===== src/rtl/pipeline_ctrl_pkg.sv =====
// rtl/pipeline_ctrl_pkg.sv - shared CPU pipeline-control constants and FSM encoding
package pipeline_ctrl_pkg;

   typedef enum logic {
      RUN      = 1'b0,
      DIV_WAIT = 1'b1
   } state_t;

   localparam int DIV_TIMEOUT_DEFAULT = 64;
   localparam int FLUSH_CNT_W         = 16;

endpackage


===== src/rtl/pipeline_ctrl_if.sv =====
// rtl/pipeline_ctrl_if.sv - hazard/branch/divider inputs and pipeline enable/flush outputs
interface pipeline_ctrl_if #(
   parameter int CNT_W = 32
);

   logic             stall_req;
   logic             ex_branch_taken;
   logic             ex_is_div;
   logic             div_done;
   logic             pc_en;
   logic             ifid_en;
   logic             ifid_flush;
   logic             idex_en;
   logic             idex_bubble;
   logic             exmem_bubble;
   logic             div_start;
   logic             div_timeout;
   logic [CNT_W-1:0] stall_cycles;
   logic [15:0]      flush_count;

   modport master (
      output stall_req, ex_branch_taken, ex_is_div, div_done,
      input  pc_en, ifid_en, ifid_flush, idex_en, idex_bubble, exmem_bubble,
      input  div_start, div_timeout, stall_cycles, flush_count
   );

   modport slave (
      input  stall_req, ex_branch_taken, ex_is_div, div_done,
      output pc_en, ifid_en, ifid_flush, idex_en, idex_bubble, exmem_bubble,
      output div_start, div_timeout, stall_cycles, flush_count
   );

endinterface


===== src/rtl/pipeline_ctrl_sat_counter.sv =====
// rtl/pipeline_ctrl_sat_counter.sv - enabled up-counter that sticks at all-ones
module sat_counter #(
   parameter int W = 8
) (
   input  logic         clk,
   input  logic         rst_n,
   input  logic         i_en,
   output logic [W-1:0] o_count
);

   logic [W-1:0] r_count;

   always_ff @(posedge clk) begin
      if (!rst_n) begin
         r_count <= '0;
      end else if (i_en && (r_count != {W{1'b1}})) begin
         r_count <= r_count + W'(1);
      end
   end

   assign o_count = r_count;

endmodule


===== src/rtl/pipeline_ctrl.sv =====
// rtl/pipeline_ctrl.sv - pipeline stall/flush controller with multi-cycle divider wait
module pipeline_ctrl
   import pipeline_ctrl_pkg::*;
#(
   parameter int DIV_TIMEOUT = DIV_TIMEOUT_DEFAULT,
   parameter int CNT_W       = 32
) (
   input  logic            clk,
   input  logic            rst_n,
   pipeline_ctrl_if.slave  bus
);

   localparam int TO_W = (DIV_TIMEOUT > 1) ? $clog2(DIV_TIMEOUT) : 1;
   localparam logic [TO_W-1:0] TO_LAST = TO_W'(DIV_TIMEOUT - 1);

   state_t            r_state;
   state_t            w_state_nxt;
   logic [TO_W-1:0]   r_div_cnt;
   logic              r_div_timeout;
   logic              w_timeout_hit;
   logic              w_pc_en;
   logic              w_ifid_en;
   logic              w_ifid_flush;
   logic              w_idex_en;
   logic              w_idex_bubble;
   logic              w_exmem_bubble;
   logic              w_div_start;
   logic [CNT_W-1:0]  w_stall_cycles;
   logic [15:0]       w_flush_count;

   always_ff @(posedge clk) begin
      if (!rst_n) begin
         r_state       <= RUN;
         r_div_cnt     <= '0;
         r_div_timeout <= 1'b0;
      end else begin
         r_state <= w_state_nxt;
         // Held at zero in RUN so every DIV_WAIT entry starts counting from 0.
         if (r_state == RUN) begin
            r_div_cnt <= '0;
         end else begin
            r_div_cnt <= r_div_cnt + TO_W'(1);
         end
         if (w_timeout_hit) begin
            r_div_timeout <= 1'b1;
         end
      end
   end

   always_comb begin
      w_state_nxt    = r_state;
      w_timeout_hit  = 1'b0;
      w_pc_en        = 1'b1;
      w_ifid_en      = 1'b1;
      w_ifid_flush   = 1'b0;
      w_idex_en      = 1'b1;
      w_idex_bubble  = 1'b0;
      w_exmem_bubble = 1'b0;
      w_div_start    = 1'b0;
      // Reset cycles present plain RUN outputs regardless of the held state.
      if (rst_n) begin
         case (r_state)
            RUN: begin
               if (bus.ex_is_div) begin
                  w_div_start    = 1'b1;
                  w_pc_en        = 1'b0;
                  w_ifid_en      = 1'b0;
                  w_idex_en      = 1'b0;
                  w_exmem_bubble = 1'b1;
                  w_state_nxt    = DIV_WAIT;
               end else if (bus.ex_branch_taken) begin
                  w_ifid_flush  = 1'b1;
                  w_idex_bubble = 1'b1;
               end else if (bus.stall_req) begin
                  w_pc_en       = 1'b0;
                  w_ifid_en     = 1'b0;
                  w_idex_bubble = 1'b1;
               end
            end
            DIV_WAIT: begin
               if (bus.div_done) begin
                  w_state_nxt = RUN;
               end else if (r_div_cnt == TO_LAST) begin
                  w_timeout_hit = 1'b1;
                  w_state_nxt   = RUN;
               end else begin
                  w_pc_en        = 1'b0;
                  w_ifid_en      = 1'b0;
                  w_idex_en      = 1'b0;
                  w_exmem_bubble = 1'b1;
               end
            end
         endcase
      end
   end

   sat_counter #(.W(CNT_W)) u_stall_cnt (
      .clk     (clk),
      .rst_n   (rst_n),
      .i_en    (!w_pc_en),
      .o_count (w_stall_cycles)
   );

   sat_counter #(.W(FLUSH_CNT_W)) u_flush_cnt (
      .clk     (clk),
      .rst_n   (rst_n),
      .i_en    (w_ifid_flush),
      .o_count (w_flush_count)
   );

   assign bus.pc_en        = w_pc_en;
   assign bus.ifid_en      = w_ifid_en;
   assign bus.ifid_flush   = w_ifid_flush;
   assign bus.idex_en      = w_idex_en;
   assign bus.idex_bubble  = w_idex_bubble;
   assign bus.exmem_bubble = w_exmem_bubble;
   assign bus.div_start    = w_div_start;
   assign bus.div_timeout  = r_div_timeout;
   assign bus.stall_cycles = w_stall_cycles;
   assign bus.flush_count  = w_flush_count;

endmodule

===== src/flat_wrapper.sv =====
// flat-port wrapper written by rule: the top's interface ports become plain ports
module pipeline_ctrl_flat import pipeline_ctrl_pkg::*;
#(
   parameter int DIV_TIMEOUT = DIV_TIMEOUT_DEFAULT,
   parameter int CNT_W       = 32
)
  (clk, rst_n, bus_stall_req, bus_ex_branch_taken, bus_ex_is_div, bus_div_done, bus_pc_en, bus_ifid_en, bus_ifid_flush, bus_idex_en, bus_idex_bubble, bus_exmem_bubble, bus_div_start, bus_div_timeout, bus_stall_cycles, bus_flush_count);
  pipeline_ctrl_if #(.CNT_W(CNT_W)) bus_i ();
  input  logic clk;
  input  logic rst_n;
  input wire logic [$bits(bus_i.stall_req)-1:0] bus_stall_req;
  input wire logic [$bits(bus_i.ex_branch_taken)-1:0] bus_ex_branch_taken;
  input wire logic [$bits(bus_i.ex_is_div)-1:0] bus_ex_is_div;
  input wire logic [$bits(bus_i.div_done)-1:0] bus_div_done;
  output wire logic [$bits(bus_i.pc_en)-1:0] bus_pc_en;
  output wire logic [$bits(bus_i.ifid_en)-1:0] bus_ifid_en;
  output wire logic [$bits(bus_i.ifid_flush)-1:0] bus_ifid_flush;
  output wire logic [$bits(bus_i.idex_en)-1:0] bus_idex_en;
  output wire logic [$bits(bus_i.idex_bubble)-1:0] bus_idex_bubble;
  output wire logic [$bits(bus_i.exmem_bubble)-1:0] bus_exmem_bubble;
  output wire logic [$bits(bus_i.div_start)-1:0] bus_div_start;
  output wire logic [$bits(bus_i.div_timeout)-1:0] bus_div_timeout;
  output wire logic [$bits(bus_i.stall_cycles)-1:0] bus_stall_cycles;
  output wire logic [$bits(bus_i.flush_count)-1:0] bus_flush_count;
  assign bus_i.stall_req = bus_stall_req;
  assign bus_i.ex_branch_taken = bus_ex_branch_taken;
  assign bus_i.ex_is_div = bus_ex_is_div;
  assign bus_i.div_done = bus_div_done;
  assign bus_pc_en = bus_i.pc_en;
  assign bus_ifid_en = bus_i.ifid_en;
  assign bus_ifid_flush = bus_i.ifid_flush;
  assign bus_idex_en = bus_i.idex_en;
  assign bus_idex_bubble = bus_i.idex_bubble;
  assign bus_exmem_bubble = bus_i.exmem_bubble;
  assign bus_div_start = bus_i.div_start;
  assign bus_div_timeout = bus_i.div_timeout;
  assign bus_stall_cycles = bus_i.stall_cycles;
  assign bus_flush_count = bus_i.flush_count;
  pipeline_ctrl #(.DIV_TIMEOUT(DIV_TIMEOUT), .CNT_W(CNT_W)) u_core (.clk(clk), .rst_n(rst_n), .bus(bus_i));
endmodule

===== config.mk =====
export PLATFORM = sky130hd
export DESIGN_NAME = pipeline_ctrl_flat
export DESIGN_NICKNAME = d
export VERILOG_FILES = /design/src/rtl/pipeline_ctrl_pkg.sv /design/src/rtl/pipeline_ctrl_if.sv /design/src/rtl/pipeline_ctrl_sat_counter.sv /design/src/rtl/pipeline_ctrl.sv /design/src/flat_wrapper.sv
export SDC_FILE = /design/constraint.sdc
export NUM_CORES = 1
export LEC_CHECK = 0
export CAP_MARGIN = 20
export CELL_PAD_IN_SITES_DETAIL_PLACEMENT = 0
export CELL_PAD_IN_SITES_GLOBAL_PLACEMENT = 1
export CORE_MARGIN = 2
export CORE_UTILIZATION = 34
export DETAILED_ROUTE_END_ITERATION = 12
export GPL_TIMING_DRIVEN = 0
export PLACE_DENSITY = 0.82
export RECOVER_POWER = 100
export SYNTH_ARGS = -nofsm -noshare
export SYNTH_HDL_FRONTEND = slang
export SYNTH_SLANG_ARGS = --single-unit

===== constraint.sdc =====
create_clock -name clk -period 1.89 [get_ports clk]
set_input_delay 0.378 -clock clk [delete_from_list [all_inputs] [get_ports clk]]
set_output_delay 0.378 -clock clk [all_outputs]
set_load 0.005 [all_outputs]

==> results.toml, run 1 <==
[setup_path]
endpoint_kind = "flip-flop"
largest_driver_fanout_on_the_critical_path = 8
rrSetupSlack_ns = -0.04
startpoint_type = "flip-flop"
path_class = "flip-flop to flip-flop"
worst_ep_required_time_ns = 2.14
worst-endpoint-arrival_ns = 2.18

[job]
max_cap_violations = 0

[clock_tree]
worst_skew_pair.late_latency_ns = 0.31
ctsLongestPathBuffers = 2
htreeDepth = 2
hold_bufs_inserted_after_cts = 0
cts.sink_count = 56
clock_tree.root_cell = "sky130_fd_sc_hd__clkbuf_8"
numCtsBuffers = 5
cts_tree = "yes"
clkSlewWorstSetupHoldPaths_ns = 0.10

[detailed_routing]
drc_errors = 0
first_iter_violations = 108
drt.antenna.violating_nets = 0
drt_pass1_iterations = 4
detailroute.via_count = 2968
drt_wl_total_um = 8310
drt-vias-per-instance = 5.47
route.detailed.wl_per_inst_um = 15.3

[grt]
globalRouteOverflowTotal = 0
largest_net_degree_at_the_start_of_global_routing = 17
wire_length_of_the_first_global_routing_pass_um = 13700
grt_pass1_vias = 2770
antenna_violations_before_repair = 0
grt_util_all_layers_pct = 18.8

[yosys]
syn_nets = 339
synth_fa_ha_area_share_pct = 1.31
synth_simple_gate_area_share_pct = 32.3
syn_area_um2 = 2880
synthXorXnorAreaFrac_pct = 3.35
synth_edf_count = 0
post_synthesis_compound_gate_area_fraction_pct = 16.4
yosysTopAreaCellShare_pct = 39.0
synthMostInstantiatedCell = "sky130_fd_sc_hd__dfxtp_1"
synth.mux.area_fraction_pct = 3.18
synth_top_family_by_area = "simple AND/OR/NAND/NOR gates"
postSynth.topFlopCell = "sky130_fd_sc_hd__dfxtp_1"
synth_seq_cells = 56
synthDistinctLibCells = 55
yosys_warnings = 0
synthCells = 330
ys_top_cells_by_area = "sky130_fd_sc_hd__dfxtp_1 39%, sky130_fd_sc_hd__o31ai_1 3.9%, sky130_fd_sc_hd__nand2_1 3.8%"
netlist_top_cells_count = "56 x sky130_fd_sc_hd__dfxtp_1, 29 x sky130_fd_sc_hd__nand2_1, 28 x sky130_fd_sc_hd__nor2_1"
synth_sequential_area_ratio_pct = 39.0
postSynthAreaPerCell_um2 = 8.71
yosys.area.top_type = "sky130_fd_sc_hd__dfxtp_1"
async_flop_share_pct = 0

[layout]
finish.net_count = 446
num_antenna_cells = 0
final_area_um2 = 4330
final-instance-count-excl-fill = 543
layout.filler_cells = 760
layout-drive-gt1-share_pct = 32.2
area.growth.synth_to_final_pct = 50.5

[worst_hold_path]
hold_path_class = "input port to flip-flop"

[timing]
final_worst_setup_slack_ns = -0.0427
unrepaired_setup_endpoints_after_global_routing = "true"
timing.fmax_mhz = 517
max_slew_headroom_pct = 59.8
final.min_clock_period_ns = 1.93
number_of_pins_exceeding_their_max_slew_limit_in_the_final_report = 0
finalSetupViolCount = 6
tightestPinTransition_ns = 0.603
timing.final.crit_share_pct = 102
final-hold-violation-count = 0
skew_ns = 0.0104

[placed_design]
numPortBuffers = 60
detailedPlace.worstSlack_ns = -1.21
detailed_place.area_um2 = 3620
place.detailed.hpwl_um = 5400
post-place-cells = 495
finalWeightedCongestion = 0.826

[power]
power.density_nw_per_um2 = 488
vdd_ir_drop_max_uv = 368
report.power.total_mw = 2.11
power_leakage_nw = 1.54

[outcome]
violations = "negative setup slack"
run_status = "finished with violations"

[die]
die_h_um = 96.0
std_cell_rows = 33
initial_core_util_pct = 35.0
floorplan.io_pins = 62
die_area_um2 = 9210
die_w_um = 96.0
core_region_area_um2 = 8220
registers in the layout, summed over array words and instances, names as in the netlist:
signal / cells
u_core.r_div_cnt: 6
u_core.r_state: 1
u_core.u_flush_cnt.o_count: 16
u_core.bus.div_timeout: 1
u_core.u_stall_cnt.o_count: 32
worst max-delay path: stages (launching register included):
cell and delay [ns]:
sky130_fd_sc_hd__dfxtp_4 0.40, sky130_fd_sc_hd__nand4_4 0.17, sky130_fd_sc_hd__nor4_4 0.33, sky130_fd_sc_hd__buf_4 0.19
sky130_fd_sc_hd__nand3b_4 0.13, sky130_fd_sc_hd__or4_4 0.53, sky130_fd_sc_hd__a21oi_2 0.12
area by class of cell:
class | count | area, um2 | share of cell area, %
Buffer | 13 | 119 | 2.75
Clock buffer | 7 | 86.3 | 2.00
Clock inverter | 1 | 7.51 | 0.174
Inverter | 11 | 46.3 | 1.07
Multi-Input combinational cell | 248 | 1860 | 43.0
Sequential cell | 56 | 1190 | 27.6
Tap cell | 105 | 131 | 3.04
Timing Repair Buffer | 102 | 885 | 20.4
final timing paths:
check / start / endpoint / cells past startpoint
worst max-delay path: u_core.u_stall_cnt.o_count[4]$_SDFFE_PN0P_ / u_core.u_stall_cnt.o_count[30]$_SDFFE_PN0P_ / 6
worst min-delay path: rst_n / u_core.u_stall_cnt.o_count[8]$_SDFFE_PN0P_ / 3
worst max register to register: u_core.u_stall_cnt.o_count[4]$_SDFFE_PN0P_ / u_core.u_stall_cnt.o_count[30]$_SDFFE_PN0P_ / 6
worst min register to register: u_core.u_flush_cnt.o_count[13]$_SDFFE_PN0P_ / u_core.u_flush_cnt.o_count[13]$_SDFFE_PN0P_ / 1
layer usage:
| layer | GRT usage, % | wire [um] |
|---|---|---|
| met5 | 0 | 0 |
| met1 | 25.8 | 3830 |
| met3 | 3.29 | 374 |
| met4 | 4.52 | 91 |
| met2 | 30.8 | 4020 |
power by group:
| group | internal, mW | total, mW | switching (mW) |
|---|---|---|---|
| registers | 1.18 | 1.20 | 0.0207 |
| clock network | 0.299 | 0.694 | 0.394 |
| logic | 0.109 | 0.215 | 0.107 |
metrics by stage:
stage | util, % | hold slack, ns | setup TNS, ns
after floorplan | - | 0.430 | -0.00707
after global placement | 44.1 | 0.449 | -24.14
after detailed placement | 44.1 | 0.468 | -25.89
after CTS | 50.6 | 0.335 | -0.0598
after global routing | 52.7 | 0.342 | -1.34
final | 52.7 | 0.342 | -0.116
timing repair:
action | 4_1_cts | 5_1_grt
pin swaps | 15 | 21
setup endpoints to repair | 43 | 36
gates cloned | 0 | 0
setup buffers | 29 | 14
resized for setup | 102 | 44
placed cells by master, fill, tap and decap left out, types with 4 or more instances in the layout:
master                             n
sky130_fd_sc_hd__clkdlybuf4s50_1  48
sky130_fd_sc_hd__buf_4            41
sky130_fd_sc_hd__nor2_1           26
sky130_fd_sc_hd__nand2_1          25
sky130_fd_sc_hd__dfxtp_1          25
sky130_fd_sc_hd__nand3_1          20
sky130_fd_sc_hd__dfxtp_2          18
sky130_fd_sc_hd__nand4_1          17
sky130_fd_sc_hd__a21oi_1          15
sky130_fd_sc_hd__dfxtp_4          13
sky130_fd_sc_hd__o31ai_1          12
sky130_fd_sc_hd__or4_1            10
sky130_fd_sc_hd__o21ai_0           8
sky130_fd_sc_hd__inv_1             8
sky130_fd_sc_hd__mux2i_1           8
sky130_fd_sc_hd__xnor2_1           7
sky130_fd_sc_hd__clkbuf_1          6
sky130_fd_sc_hd__clkbuf_8          6
sky130_fd_sc_hd__or3_1             5
sky130_fd_sc_hd__nor3_1            5
sky130_fd_sc_hd__buf_6             4
sky130_fd_sc_hd__clkbuf_2          4
sky130_fd_sc_hd__and3_1            4
sky130_fd_sc_hd__xor2_1            4
sky130_fd_sc_hd__nor4_4            4
sky130_fd_sc_hd__o41ai_1           4
sky130_fd_sc_hd__o311ai_1          4
sky130_fd_sc_hd__nand2b_1          4
sky130_fd_sc_hd__buf_2             4
cells by family after synthesis:
logic type / count (synthesis)
simple gates: 158
flops: 56
buf+inv: 26
xor+xnor: 11
compound gates: 67
mux: 9
fa+ha+maj: 3
Power figures use the tool's default switching activity.
==> inputs of run 2 (changes only) <==
--- a/config.mk
+++ b/config.mk
@@ -5,6 +5,7 @@
 export SDC_FILE = /design/constraint.sdc
 export NUM_CORES = 1
 export LEC_CHECK = 0
+export ABC_AREA = 1
 export CAP_MARGIN = 20
 export CELL_PAD_IN_SITES_DETAIL_PLACEMENT = 0
 export CELL_PAD_IN_SITES_GLOBAL_PLACEMENT = 1
@@ -12,7 +13,7 @@
 export CORE_UTILIZATION = 34
 export DETAILED_ROUTE_END_ITERATION = 12
 export GPL_TIMING_DRIVEN = 0
-export PLACE_DENSITY = 0.82
+export PLACE_DENSITY = 0.83
 export RECOVER_POWER = 100
 export SYNTH_ARGS = -nofsm -noshare
 export SYNTH_HDL_FRONTEND = slang
==> results.toml, run 2 <==
[yosys]
netlist_top_cells_count = "181 x sky130_fd_sc_hd__nand2_1, 89 x sky130_fd_sc_hd__nor2_1, 56 x sky130_fd_sc_hd__dfxtp_1"
ys_top_cells_by_area = "sky130_fd_sc_hd__dfxtp_1 31%, sky130_fd_sc_hd__nand2_1 19%, sky130_fd_sc_hd__nor2_1 9.3%"
yosys_warnings = 0
yosysTopAreaCellShare_pct = 31.1
postSynth.topFlopCell = "sky130_fd_sc_hd__dfxtp_1"
synthDistinctLibCells = 31
synthMostInstantiatedCell = "sky130_fd_sc_hd__nand2_1"
syn_nets = 569
synth_seq_cells = 56
postSynthAreaPerCell_um2 = 6.44
synth_edf_count = 0
synth_sequential_area_ratio_pct = 31.1
synthCells = 560
syn_area_um2 = 3600
async_flop_share_pct = 0
yosys.area.top_type = "sky130_fd_sc_hd__dfxtp_1"

[power]
vdd_ir_drop_max_uv = 430
clock_power_share_pct = 32.4
pwr-share-comb_pct = 11.0
report.power.total_mw = 2.13
netSwitchingPower_mw = 0.547
power.density_nw_per_um2 = 451
cell_internal_pwr_mw = 1.58
pwr-share-seq_pct = 56.6
power_leakage_nw = 1.71
switching_share_pct = 25.7

[timing]
tightestPinTransition_ns = 0.808
skew_ns = 0.0155
final_worst_setup_slack_ns = -0.0402
timing.setup.tns_ns = -0.0402
hold_slack_ns = 0.385
unrepaired_setup_endpoints_after_global_routing = "true"
timing.final.crit_share_pct = 102
number_of_pins_exceeding_their_max_slew_limit_in_the_final_report = 0
final.min_clock_period_ns = 1.93
finalSetupViolCount = 1
final-hold-violation-count = 0
timing.fmax_mhz = 518
max_slew_headroom_pct = 46.2

[layout]
final-seq-area_um2 = 1140
finish.net_count = 652
layout-drive-gt1-share_pct = 19.8
final-instance-count-excl-fill = 779
area.growth.synth_to_final_pct = 31.1
largest_register_ffs = 32
final_area_um2 = 4730
multi_input_area_um2 = 2300
num_antenna_cells = 0
mostFrequentLayoutCell = "sky130_fd_sc_hd__nand2_1"
mostFrequentLayoutCells = "178 x sky130_fd_sc_hd__nand2_1, 85 x sky130_fd_sc_hd__nor2_1, 52 x sky130_fd_sc_hd__clkdlybuf4s50_1, 46 x sky130_fd_sc_hd__inv_1, 44 x sky130_fd_sc_hd__dfxtp_1"
layout.filler_cells = 1086
final_util_pct = 45.8

[die]
initial_core_util_pct = 34.9
die_w_um = 107
floorplan.io_pins = 62
core_region_area_um2 = 10300
die_area_um2 = 11400
die_h_um = 107
std_cell_rows = 37

[placed_design]
detailed_place.area_um2 = 4380
place.detailed.hpwl_um = 7650
finalWeightedCongestion = 0.845
numPortBuffers = 60
detailedPlace.worstSlack_ns = -0.592
post-place-cells = 756

[detailed_routing]
drc_errors = 0
drt_wl_total_um = 10100
detailroute.via_count = 3685
drt-vias-per-instance = 4.73
first_iter_violations = 145
route.detailed.wl_per_inst_um = 13.0
drt_pass1_iterations = 5
drt.antenna.violating_nets = 0

[setup_path]
crit_chain = "clkdlybuf4s50_1 > nand2_1 > a21oi_2 > nand2_2 > buf_6 > buf_6 > buf_6"
worst_ep_required_time_ns = 1.51
startpoint_type = "input port"
largest_driver_fanout_on_the_critical_path = 5
path_class = "input port to output pin"
rrSetupSlack_ns = 0.10
worst-endpoint-arrival_ns = 1.55
critical_path.most_common_cell = "sky130_fd_sc_hd__buf_6"
endpoint_kind = "output pin"
crit_slowest_cell = "sky130_fd_sc_hd__clkdlybuf4s50_1"
timing.critical_path.slowest_cell_delay_ns = 0.48

[clock_tree]
numCtsBuffers = 5
cts_tree = "yes"
htreeDepth = 2
ctsLongestPathBuffers = 2
clock_tree.root_cell = "sky130_fd_sc_hd__clkbuf_8"
cts.sink_count = 56
worst_skew_pair.late_latency_ns = 0.31
clkSlewWorstSetupHoldPaths_ns = 0.11
hold_bufs_inserted_after_cts = 0

[outcome]
violations = "negative setup slack"
run_status = "finished with violations"

[job]
max_cap_violations = 0

[grt]
wire_length_of_the_first_global_routing_pass_um = 16500
largest_net_degree_at_the_start_of_global_routing = 17
grt_util_all_layers_pct = 17.9
grt_pass1_vias = 3394
antenna_violations_before_repair = 0
globalRouteOverflowTotal = 0

[worst_hold_path]
hold_path_class = "input port to flip-flop"
-- run 2: routing by layer --
layer	wire (um)	global-route usage [%]	share of wire, %
met2	4890	30.6	48
met3	317	3.59	3.1
met5	0	0	0
met1	4850	23.8	48
met4	40	2.97	0.40
-- run 2: cell type report --
class,count,area share (%)
buffer,14,2.65
inverter,50,3.97
sequential,56,24.1
clock inverter,1,0.185
multi-input combinational,440,48.7
tap,136,3.60
timing repair buffer,76,15.1
clock buffer,6,1.75
-- run 2: path summary, 6_finish.rpt --
kind | start | to | cells past startpoint
worst max-delay path | bus_stall_req | bus_pc_en | 7
worst min-delay path | rst_n | u_core.u_flush_cnt.o_count[12]$_SDFFE_PN0P_ | 3
worst max register to register | u_core.r_state$_DFF_P_ | u_core.u_stall_cnt.o_count[26]$_SDFFE_PN0P_ | 9
worst min register to register | u_core.r_div_cnt[4]$_SDFF_PN0_ | u_core.r_div_cnt[4]$_SDFF_PN0_ | 2
-- run 2: kinds of logic (layout without fill, tap and decap cells) --
| family | after synthesis | count (layout) | share of synthesized area [%] |
|---|---|---|---|
| adder cells (fa/ha/maj) | 3 | 3 | 1.04 |
| XOR/XNOR | 20 | 20 | 4.86 |
| flip-flops | 56 | 56 | 31.1 |
| AND/OR/NAND/NOR | 357 | 357 | 44.4 |
| AO/OA/AOI/OAI | 60 | 60 | 10.4 |
| buffers and inverters | 64 | 147 | 8.19 |
-- run 2: critical path: cells and delay by family --
kind	cells	cell delay, ns
buffers and inverters	4	0.83
AOI/OAI and AO/OA	1	0.16
and+or+nand+nor	2	0.18
-- run 2: repair_timing --
action	CTS	global route
endpoints found under the setup margin	34	46
pin swaps	6	7
gates resized for setup	40	24
gates cloned	0	0
buffers inserted	7	9
-- run 2: power by group through the flow --
| stage | combinational, mW | clock (mW) | sequential, mW |
|---|---|---|---|
| finish | 0.234 | 0.690 | 1.21 |
| global placement | 0.200 | 0 | 1.23 |
| floorplan | 0.123 | 0 | 1.23 |
| detailed placement | 0.203 | 0 | 1.23 |
| global route | 0.252 | 0.780 | 1.21 |
| CTS | 0.220 | 0.730 | 1.21 |
